<file path="src/rtl/alu_share_arbiter_if.sv">
// alu_share_arbiter_if
//   Request, response and shared-ALU signals of the ALU sharing arbiter.
//   slave  : the arbiter. It takes requests and ALU results, and drives
//            readies, buffered responses, ALU operands and busy.
//   master : the environment. It is the requesters plus the shared ALU.
interface alu_share_arbiter_if #(
  parameter int XLEN = 32
);
  logic            req0_valid;
  logic            req0_ready;
  logic [XLEN-1:0] req0_a;
  logic [XLEN-1:0] req0_b;
  logic [3:0]      req0_ctrl;
  logic            rsp0_valid;
  logic            rsp0_ready;
  logic [XLEN-1:0] rsp0_result;
  logic            rsp0_zero;
  logic            rsp0_err;

  logic            req1_valid;
  logic            req1_ready;
  logic [XLEN-1:0] req1_a;
  logic [XLEN-1:0] req1_b;
  logic [3:0]      req1_ctrl;
  logic            rsp1_valid;
  logic            rsp1_ready;
  logic [XLEN-1:0] rsp1_result;
  logic            rsp1_zero;
  logic            rsp1_err;

  logic [XLEN-1:0] alu_a;
  logic [XLEN-1:0] alu_b;
  logic [3:0]      alu_ctrl;
  logic [XLEN-1:0] alu_result;
  logic            alu_zero;
  logic            busy;

  modport slave (
    input  req0_valid, req0_a, req0_b, req0_ctrl, rsp0_ready,
    input  req1_valid, req1_a, req1_b, req1_ctrl, rsp1_ready,
    input  alu_result, alu_zero,
    output req0_ready, rsp0_valid, rsp0_result, rsp0_zero, rsp0_err,
    output req1_ready, rsp1_valid, rsp1_result, rsp1_zero, rsp1_err,
    output alu_a, alu_b, alu_ctrl, busy
  );

  modport master (
    output req0_valid, req0_a, req0_b, req0_ctrl, rsp0_ready,
    output req1_valid, req1_a, req1_b, req1_ctrl, rsp1_ready,
    output alu_result, alu_zero,
    input  req0_ready, rsp0_valid, rsp0_result, rsp0_zero, rsp0_err,
    input  req1_ready, rsp1_valid, rsp1_result, rsp1_zero, rsp1_err,
    input  alu_a, alu_b, alu_ctrl, busy
  );
endinterface

</file>
<file path="src/rtl/alu_share_arbiter.sv">
// alu_share_arbiter
//   Lets two requesters share one combinational ALU. Arbitration is
//   round-robin and happens in the same cycle as the request. The ALU result
//   is captured into a one-entry response buffer per requester.
// Ports:
//   clk   : clock; all state updates on the rising edge
//   rst_n : asynchronous active-low reset
//   bus   : alu_share_arbiter_if.slave
//           req0/req1 valid/ready/a/b/ctrl
//           rsp0/rsp1 valid/ready/result/zero/err
//           alu_a/alu_b/alu_ctrl out, alu_result/alu_zero in
//           busy
//
// State (there is no sequencing FSM; these registers are the whole state):
//   reg           | meaning
//   rr_ptr_q      | requester that wins when both are eligible
//   rsp_valid_q   | response buffer holds an unconsumed result
//   rsp_*_q       | buffered result / zero flag / illegal-code flag
module alu_share_arbiter #(
  parameter int XLEN = 32
) (
  input logic               clk,
  input logic               rst_n,
  alu_share_arbiter_if.slave bus
);

  logic [1:0]      req_valid;
  logic [1:0]      rsp_ready;
  logic [XLEN-1:0] req_a    [2];
  logic [XLEN-1:0] req_b    [2];
  logic [3:0]      req_ctrl [2];

  logic [1:0]      slot_free;
  logic [1:0]      elig;
  logic [1:0]      grant;
  logic            gnt_any;
  logic            gnt_idx;
  logic [3:0]      sel_ctrl;
  logic            gnt_illegal;

  logic            rr_ptr_q, rr_ptr_d;
  logic [1:0]      rsp_valid_q, rsp_valid_d;
  logic [1:0]      rsp_zero_q, rsp_zero_d;
  logic [1:0]      rsp_err_q, rsp_err_d;
  logic [XLEN-1:0] rsp_result_q [2];
  logic [XLEN-1:0] rsp_result_d [2];

  assign req_valid   = {bus.req1_valid, bus.req0_valid};
  assign rsp_ready   = {bus.rsp1_ready, bus.rsp0_ready};
  assign req_a[0]    = bus.req0_a;
  assign req_a[1]    = bus.req1_a;
  assign req_b[0]    = bus.req0_b;
  assign req_b[1]    = bus.req1_b;
  assign req_ctrl[0] = bus.req0_ctrl;
  assign req_ctrl[1] = bus.req1_ctrl;

  // A slot being drained this cycle can be refilled in the same cycle.
  // Gating with rst_n keeps every ready low while reset is held.
  assign slot_free = ~rsp_valid_q | rsp_ready;
  assign elig      = req_valid & slot_free & {2{rst_n}};

  always_comb begin
    grant = 2'b00;
    case (elig)
      2'b01:   grant = 2'b01;
      2'b10:   grant = 2'b10;
      2'b11:   grant = rr_ptr_q ? 2'b10 : 2'b01;
      default: grant = 2'b00;
    endcase
  end

  assign gnt_any     = |grant;
  assign gnt_idx     = grant[1];
  assign sel_ctrl    = req_ctrl[gnt_idx];
  assign gnt_illegal = gnt_any && (sel_ctrl > 4'd9);

  // An illegal code still goes to the ALU as ADD; its result is discarded.
  assign bus.alu_a    = gnt_any ? req_a[gnt_idx] : '0;
  assign bus.alu_b    = gnt_any ? req_b[gnt_idx] : '0;
  assign bus.alu_ctrl = (gnt_any && !gnt_illegal) ? sel_ctrl : 4'b0000;

  always_comb begin
    rr_ptr_d        = rr_ptr_q;
    rsp_valid_d     = rsp_valid_q;
    rsp_zero_d      = rsp_zero_q;
    rsp_err_d       = rsp_err_q;
    rsp_result_d[0] = rsp_result_q[0];
    rsp_result_d[1] = rsp_result_q[1];

    if (gnt_any) begin
      rr_ptr_d = ~gnt_idx;
    end

    for (int n = 0; n < 2; n++) begin
      if (grant[n]) begin
        rsp_valid_d[n]  = 1'b1;
        rsp_err_d[n]    = gnt_illegal;
        rsp_zero_d[n]   = !gnt_illegal && bus.alu_zero;
        rsp_result_d[n] = gnt_illegal ? '0 : bus.alu_result;
      end else if (rsp_ready[n]) begin
        rsp_valid_d[n] = 1'b0;
      end
    end
  end

  always_ff @(posedge clk or negedge rst_n) begin
    if (!rst_n) begin
      rr_ptr_q        <= 1'b0;
      rsp_valid_q     <= 2'b00;
      rsp_zero_q      <= 2'b00;
      rsp_err_q       <= 2'b00;
      rsp_result_q[0] <= '0;
      rsp_result_q[1] <= '0;
    end else begin
      rr_ptr_q        <= rr_ptr_d;
      rsp_valid_q     <= rsp_valid_d;
      rsp_zero_q      <= rsp_zero_d;
      rsp_err_q       <= rsp_err_d;
      rsp_result_q[0] <= rsp_result_d[0];
      rsp_result_q[1] <= rsp_result_d[1];
    end
  end

  assign bus.req0_ready  = grant[0];
  assign bus.req1_ready  = grant[1];
  assign bus.rsp0_valid  = rsp_valid_q[0];
  assign bus.rsp1_valid  = rsp_valid_q[1];
  assign bus.rsp0_result = rsp_result_q[0];
  assign bus.rsp1_result = rsp_result_q[1];
  assign bus.rsp0_zero   = rsp_zero_q[0];
  assign bus.rsp1_zero   = rsp_zero_q[1];
  assign bus.rsp0_err    = rsp_err_q[0];
  assign bus.rsp1_err    = rsp_err_q[1];
  assign bus.busy        = |rsp_valid_q;

endmodule

</file>
<file path="src/flat_wrapper.sv">
// flat-port wrapper written by rule: the top's interface ports become plain ports
module alu_share_arbiter_flat 
#(
  parameter int XLEN = 32
)
  (clk, rst_n, bus_req0_valid, bus_req0_a, bus_req0_b, bus_req0_ctrl, bus_rsp0_ready, bus_req1_valid, bus_req1_a, bus_req1_b, bus_req1_ctrl, bus_rsp1_ready, bus_alu_result, bus_alu_zero, bus_req0_ready, bus_rsp0_valid, bus_rsp0_result, bus_rsp0_zero, bus_rsp0_err, bus_req1_ready, bus_rsp1_valid, bus_rsp1_result, bus_rsp1_zero, bus_rsp1_err, bus_alu_a, bus_alu_b, bus_alu_ctrl, bus_busy);
  alu_share_arbiter_if #(.XLEN(XLEN)) bus_i ();
  input logic clk;
  input logic rst_n;
  input wire logic [$bits(bus_i.req0_valid)-1:0] bus_req0_valid;
  input wire logic [$bits(bus_i.req0_a)-1:0] bus_req0_a;
  input wire logic [$bits(bus_i.req0_b)-1:0] bus_req0_b;
  input wire logic [$bits(bus_i.req0_ctrl)-1:0] bus_req0_ctrl;
  input wire logic [$bits(bus_i.rsp0_ready)-1:0] bus_rsp0_ready;
  input wire logic [$bits(bus_i.req1_valid)-1:0] bus_req1_valid;
  input wire logic [$bits(bus_i.req1_a)-1:0] bus_req1_a;
  input wire logic [$bits(bus_i.req1_b)-1:0] bus_req1_b;
  input wire logic [$bits(bus_i.req1_ctrl)-1:0] bus_req1_ctrl;
  input wire logic [$bits(bus_i.rsp1_ready)-1:0] bus_rsp1_ready;
  input wire logic [$bits(bus_i.alu_result)-1:0] bus_alu_result;
  input wire logic [$bits(bus_i.alu_zero)-1:0] bus_alu_zero;
  output wire logic [$bits(bus_i.req0_ready)-1:0] bus_req0_ready;
  output wire logic [$bits(bus_i.rsp0_valid)-1:0] bus_rsp0_valid;
  output wire logic [$bits(bus_i.rsp0_result)-1:0] bus_rsp0_result;
  output wire logic [$bits(bus_i.rsp0_zero)-1:0] bus_rsp0_zero;
  output wire logic [$bits(bus_i.rsp0_err)-1:0] bus_rsp0_err;
  output wire logic [$bits(bus_i.req1_ready)-1:0] bus_req1_ready;
  output wire logic [$bits(bus_i.rsp1_valid)-1:0] bus_rsp1_valid;
  output wire logic [$bits(bus_i.rsp1_result)-1:0] bus_rsp1_result;
  output wire logic [$bits(bus_i.rsp1_zero)-1:0] bus_rsp1_zero;
  output wire logic [$bits(bus_i.rsp1_err)-1:0] bus_rsp1_err;
  output wire logic [$bits(bus_i.alu_a)-1:0] bus_alu_a;
  output wire logic [$bits(bus_i.alu_b)-1:0] bus_alu_b;
  output wire logic [$bits(bus_i.alu_ctrl)-1:0] bus_alu_ctrl;
  output wire logic [$bits(bus_i.busy)-1:0] bus_busy;
  assign bus_i.req0_valid = bus_req0_valid;
  assign bus_i.req0_a = bus_req0_a;
  assign bus_i.req0_b = bus_req0_b;
  assign bus_i.req0_ctrl = bus_req0_ctrl;
  assign bus_i.rsp0_ready = bus_rsp0_ready;
  assign bus_i.req1_valid = bus_req1_valid;
  assign bus_i.req1_a = bus_req1_a;
  assign bus_i.req1_b = bus_req1_b;
  assign bus_i.req1_ctrl = bus_req1_ctrl;
  assign bus_i.rsp1_ready = bus_rsp1_ready;
  assign bus_i.alu_result = bus_alu_result;
  assign bus_i.alu_zero = bus_alu_zero;
  assign bus_req0_ready = bus_i.req0_ready;
  assign bus_rsp0_valid = bus_i.rsp0_valid;
  assign bus_rsp0_result = bus_i.rsp0_result;
  assign bus_rsp0_zero = bus_i.rsp0_zero;
  assign bus_rsp0_err = bus_i.rsp0_err;
  assign bus_req1_ready = bus_i.req1_ready;
  assign bus_rsp1_valid = bus_i.rsp1_valid;
  assign bus_rsp1_result = bus_i.rsp1_result;
  assign bus_rsp1_zero = bus_i.rsp1_zero;
  assign bus_rsp1_err = bus_i.rsp1_err;
  assign bus_alu_a = bus_i.alu_a;
  assign bus_alu_b = bus_i.alu_b;
  assign bus_alu_ctrl = bus_i.alu_ctrl;
  assign bus_busy = bus_i.busy;
  alu_share_arbiter #(.XLEN(XLEN)) u_core (.clk(clk), .rst_n(rst_n), .bus(bus_i));
endmodule
</file>
<file path="config.mk">
export PLATFORM = sky130hd
export DESIGN_NAME = alu_share_arbiter_flat
export DESIGN_NICKNAME = d
export VERILOG_FILES = /design/src/rtl/alu_share_arbiter_if.sv /design/src/rtl/alu_share_arbiter.sv /design/src/flat_wrapper.sv
export SDC_FILE = /design/constraint.sdc
export NUM_CORES = 1
export LEC_CHECK = 0
export CAP_MARGIN = 40
export CORE_AREA = 2 2 122 124
export CTS_CLUSTER_SIZE = 20
export DETAILED_ROUTE_END_ITERATION = 8
export DIE_AREA = 0 0 124 126
export GPL_TIMING_DRIVEN = 0
export PLACE_DENSITY = 0.68
export SLEW_MARGIN = 20
export SYNTH_ARGS = -nofsm -noshare
export SYNTH_HDL_FRONTEND = slang
export SYNTH_SLANG_ARGS = --single-unit
</file>
<file path="constraint.sdc">
create_clock -name clk -period 3.9 [get_ports clk]
set_input_delay 0.39 -clock clk [delete_from_list [all_inputs] [get_ports clk]]
set_output_delay 0.39 -clock clk [all_outputs]
set_load 0.02 [all_outputs]
</file>
==> results.json, run 1 <==
{
  "cts-buffers-inserted": 9,
  "hold_ws_ps": -1.089,
  "grt_pass1_wl_mm": 25.45,
  "postSynthCellCount": 537,
  "post_cts_buffers": 0,
  "layout.nets": 1040,
  "netlist_top_cells_count": "235 x nand2_1, 99 x nand3_1, 71 x dfrtp_1",
  "clockBufferDepth": 2,
  "cts_max_level": 3,
  "antenna_found_initial": 4,
  "routed_wl_mm": 17.06,
  "tightest_slew_ps": 507.9,
  "gp_congestion": 0.8169,
  "syn_to_final_growth_pct": 93.31,
  "fmax_mhz": 309.4,
  "grt_max_degree": 42,
  "yosysTopAreaCell": "dfrtp_1",
  "tritoncts": "yes",
  "switchingPower_mw": 1.066,
  "drc": 0,
  "synth_area_leaders": "dfrtp_1 44%, nand2_1 22%, nand3_1 12%",
  "nFillCells": 1350,
  "r2r_end": "u_core.bus.rsp0_result[1]",
  "multi_input_area_um2": 1874,
  "yosysMostFrequentCell": "nand2_1",
  "vdd_ir_drop_max_mv": 0.2775,
  "setup_tns_ps": 0,
  "required_ps": 3510,
  "slew_viol_final": 0,
  "timing.rr.start": "u_core.rsp_valid_q[0]",
  "maxSlewHeadroom": 0.6614,
  "top_level_ports": 316,
  "dp_hpwl_mm": 13.29,
  "yosysUniqueCellTypes": 27,
  "antenna_left": 0,
  "r2r_slack_ps": 2150,
  "ys_ff_latch": 71,
  "clock_latency_ps": 330,
  "drv_cap": 0,
  "netlist.area_leader.share": 0.4439,
  "io_buffers": 315,
  "power.density_nw_per_um2": 412.3,
  "syn-num-nets": 712,
  "avgRoutedWirePerCell_um": 16.17,
  "path_max_fanout": 41,
  "clk_pin_slew_ps": 60,
  "hold_viol_final": 1,
  "root_buffer": "clkbuf_16",
  "startpoint_type": "primary input",
  "intPower_mw": 2.125,
  "p_clk_frac": 0.280,
  "crit_type": "primary input to primary output",
  "rr_worst_depth": 7,
  "netlist_area_um2": 4003,
  "cts-resized-gates": 0,
  "seq_area_frac_synth": 0.4439,
  "drive_gt1_frac": 0.05517,
  "die_height_um": 126,
  "static-leakage-power_nw": 3.614,
  "clkSinkCount": 71,
  "core-area_um2": 14310,
  "synth-edff-count": 0,
  "via_count": 4669,
  "gr-total-overflow": 0,
  "grt_pass1_vias": 4531,
  "setup_viol": 0,
  "avgSynthCellArea_um2": 7.454,
  "synth_ff_type": "dfrtp_1",
  "end_kind": "primary output",
  "regArea_um2": 1777,
  "fin_crit_sh": 0.8286,
  "final_area_um2": 7737,
  "initial_core_util": 0.2796,
  "vias_per_cell": 4.426,
  "yosysWarnings": 0,
  "die_w_um": 124,
  "die_area_um2": 15620,
  "p_comb_frac": 0.410,
  "holdCritPathClass": "primary input to async pin",
  "track_usage": 0.2142,
  "drt-initial-drc-count": 217,
  "rsz0062_at_grt": "no",
  "drt_first_pass_iters": 4,
  "violations": "negative hold slack",
  "rows": 44,
  "p_sw_frac": 0.3340,
  "worstPathArrival_ps": 2840,
  "pwr-share-seq": 0.310,
  "run_status": "finished, violations left",
  "ys_async_sr_fraction": 1.000,
  "period_needed_ps": 3232,
  "dpl_cell_area_um2": 7411,
  "ctsHoldBuffers": 0,
  "fin_skew_ps": 12.59
}
[area by class of cell]
cell class / instances / area share
plain buffers: 39 / 0.02749
repair buffers: 317 / 0.4107
flip-flops and latches: 71 / 0.2296
clock buffers: 11 / 0.03137
multi-input cells: 390 / 0.2422
clock inverters: 5 / 0.01051
inverters: 37 / 0.01795
diodes: 1 / 0.0003234
well taps: 184 / 0.02975
[critical path: stages]
cell and delay, ps:
buf_4 380, buf_12 300, and3_1 200, clkbuf_1 150, buf_2 280, buf_2 290
nand3_1 100, nand2_1 70, clkdlybuf4s50_1 650
[registers in the layout, indices dropped and copies added (netlist names)]
signal and count:
u_core.bus.rsp0_result 32, u_core.bus.rsp1_result 32, u_core.rr_ptr_q 1, u_core.rsp_err_q 2, u_core.rsp_valid_q 2, u_core.rsp_zero_q 2
[power by group through the flow]
stage / clock (mW) / combinational, mW / sequential [mW]
floorplan: 0 / 0.374 / 1.19
global placement: 0 / 1.31 / 0.993
detailed placement: 0 / 1.32 / 0.996
CTS: 0.919 / 1.32 / 0.990
global route: 0.946 / 1.40 / 1.01
finish: 0.893 / 1.31 / 0.989
[worst max path at each step]
stage / end / startpoint / slack, ps
after global placement: bus_alu_ctrl[0] / rst_n / -2000
after floorplan: bus_alu_b[10] / u_core.rsp_valid_q[0] / 2010
final: bus_alu_b[27] / rst_n / 670
after CTS: bus_alu_a[23] / rst_n / 610
after global routing: bus_alu_a[23] / rst_n / 420
after detailed placement: bus_alu_a[23] / rst_n / 620
[per-stage QoR]
step | hold WS [ps] | std cells | total power [mW] | utilization | worst slack, ps
after floorplan | 94.41 | 537 | 1.564 | - | 2014
after global placement | 448.7 | 1036 | 2.300 | 0.5160 | -2002
after detailed placement | 372.1 | 1038 | 2.312 | 0.5177 | 622.8
after CTS | 17.56 | 1054 | 3.231 | 0.5404 | 608.6
after global routing | 32.28 | 1054 | 3.364 | 0.5404 | 416.9
final | -1.089 | 1055 | 3.190 | 0.5406 | 668.4
[cells in the final DEF, fill, tap and decap left out, types with 2 or more instances in the layout]
cell type        netlist  final
a32o_1                 2      2
buf_2                 20     20
buf_4                  3      5
buf_8                  2      2
bufinv_16              0      2
clkbuf_1              13     14
clkbuf_16              0      9
clkdlybuf4s50_1        0    314
dfrtp_1               71     71
inv_1                 36     36
mux2i_1               34     34
nand2_1              235    235
nand2b_1               3      3
nand3_1               99     99
nor2_1                 2      2
o211ai_1               2      2
o21ai_1                2      2
[routing by layer]
metal	vias to the layer above	global-route usage	wire (µm)
li1	2373	-	-
met1	2110	0.2649	7054
met2	166	0.3617	8297
met3	16	0.07654	1536
met4	4	0.03900	142
met5	-	0	27
[logic make-up (layout without fill, tap and decap cells)]
| family | count (synthesis) | after routing | synth area share |
|---|---|---|---|
| DFF | 71 | 71 | 0.4439 |
| buffers and inverters | 76 | 409 | 0.08784 |
| AOI/OAI and AO/OA | 11 | 11 | 0.02282 |
| muxes | 34 | 34 | 0.08503 |
| other | 0 | 1 | 0 |
| and+or+nand+nor | 345 | 345 | 0.3604 |
Power figures use the tool's default switching activity.
==> inputs of run 2 (changes only) <==
==> constraint.sdc (replaced) <==
create_clock -name clk -period 3.26 [get_ports clk]
set_input_delay 0.326 -clock clk [delete_from_list [all_inputs] [get_ports clk]]
set_output_delay 0.326 -clock clk [all_outputs]
set_load 0.02 [all_outputs]
==> results.json, run 2 (synthesis gave the netlist of run 1 again) <==
{
  "run_status": "finished clean",
  "end_kind": "primary output",
  "path_max_fanout": 10,
  "via_count": 4720,
  "setup_viol": 0,
  "dpl_cell_area_um2": 7411,
  "clock_latency_ps": 340,
  "drt-initial-drc-count": 226,
  "top_level_ports": 316,
  "avgRoutedWirePerCell_um": 16.21,
  "die_w_um": 124,
  "drv_cap": 0,
  "tritoncts": "yes",
  "hold_viol_final": 0,
  "syn_to_final_growth_pct": 94.81,
  "grt_pass1_wl_mm": 25.59,
  "io_buffers": 315,
  "routed_wl_mm": 17.15,
  "clk_pin_slew_ps": 60,
  "final_area_um2": 7797,
  "drc": 0,
  "antenna_found_initial": 4,
  "initial_core_util": 0.2796,
  "startpoint_type": "flip-flop",
  "layout_commonest_cell": "clkdlybuf4s50_1",
  "fin_skew_ps": 12.97,
  "vias_per_cell": 4.461,
  "holdCritPathClass": "primary input to async pin",
  "placedCellCount": 1038,
  "nFillCells": 1344,
  "maxSlewHeadroom": 0.6578,
  "track_usage": 0.2154,
  "rows": 44,
  "fin_crit_sh": 0.9211,
  "drt_first_pass_iters": 4,
  "power.density_nw_per_um2": 490.7,
  "cts-buffers-inserted": 9,
  "gr-total-overflow": 0,
  "cts_max_level": 3,
  "root_buffer": "clkbuf_16",
  "hold_ws_ps": 36.78,
  "static-leakage-power_nw": 3.642,
  "grt_max_degree": 39,
  "crit_type": "flip-flop to primary output",
  "grt_pass1_vias": 4550,
  "clockBufferDepth": 2,
  "required_ps": 2930,
  "antenna_left": 0,
  "slew_viol_final": 0,
  "layout.nets": 1043,
  "post_cts_buffers": 0,
  "period_needed_ps": 3003,
  "rsz0062_at_grt": "no",
  "core-area_um2": 14310,
  "final_cell_mix": "314 x clkdlybuf4s50_1, 235 x nand2_1, 99 x nand3_1",
  "vdd_ir_drop_max_mv": 0.3325,
  "layout.cells.non_filler": 1058,
  "fmax_mhz": 333.0,
  "die_height_um": 126,
  "die_area_um2": 15620,
  "gp_congestion": 0.8169,
  "drive_gt1_frac": 0.05842,
  "worstPathArrival_ps": 2680,
  "tightest_slew_ps": 513.3,
  "dp_hpwl_mm": 13.29,
  "clkSinkCount": 71
}
[run 2: cell types whose count changed in the layout (fill, tap and decap cells not counted), sizes merged]
cell and change:
buf +3
[run 2: through the flow]
step	power, mW	TNS, ps	util	setup WS (ps)
finish	3.827	0	0.5448	257.4
global route	4.033	0	0.5446	58.09
CTS	3.875	0	0.5446	265.9
detailed placement	2.766	0	0.5177	110.8
global placement	2.752	-332680	0.5160	-2514
floorplan	1.871	0	-	1438
[run 2: timing repair]
item | 4_1_cts | 5_1_grt
resized for setup | 0 | 0
endpoints found under the hold margin | 33 | 0
endpoints found under the setup margin | 0 | 0
hold buffers | 3 | 0
[run 2: path summary, 6_finish.rpt]
path	endpoint	start	slack (ps)	cells past startpoint
setup / recovery	bus_alu_b[16]	u_core.rsp_valid_q[0]	260	7
hold / removal	u_core.bus.rsp0_result[15]	rst_n	40	3
setup reg to reg	u_core.bus.rsp0_result[1]	u_core.rsp_valid_q[0]	1510	7
hold reg to reg	u_core.bus.rsp1_result[0]	u_core.bus.rsp1_result[0]	460	2
max in group asynchronous	u_core.rsp_zero_q[0]	rst_n	2990	3
min in group clk	u_core.bus.rsp1_result[0]	u_core.bus.rsp1_result[0]	460	2
[run 2: worst max-delay path, stage by stage (launching register included)]
cell             delay, ps
dfrtp_1                410
nor2b_1                190
o2111ai_2              240
buf_2                  320
buf_2                  300
nand3_1                110
nand2_1                140
clkdlybuf4s50_1        620
[run 2: routing by layer]
metal / track usage / part of all wire / vias up
li1: - / - / 2379
met1: 0.2643 / 0.41 / 2144
met2: 0.3665 / 0.49 / 176
met3: 0.07654 / 0.096 / 17
met4: 0.03900 / 0.0087 / 4
met5: 0 / 0.0016 / -
[run 2: area by class of cell]
cell class / instances / area, µm² / share of cell area
Sequential cell: 71 / 1777 / 0.2279
Clock buffer: 11 / 242.7 / 0.03113
Timing Repair Buffer: 320 / 3238 / 0.4153
Antenna cell: 1 / 2.502 / 0.0003209
Clock inverter: 5 / 81.33 / 0.01043
Tap cell: 184 / 230.2 / 0.02953
Inverter: 37 / 138.9 / 0.01781
Multi-Input combinational cell: 390 / 1874 / 0.2404
Buffer: 39 / 212.7 / 0.02728
[run 2: power by group]
group / internal [mW] / total, mW / switching, mW
logic: 0.785 / 1.57 / 0.789
clock network: 0.691 / 1.07 / 0.379
registers: 1.07 / 1.18 / 0.109
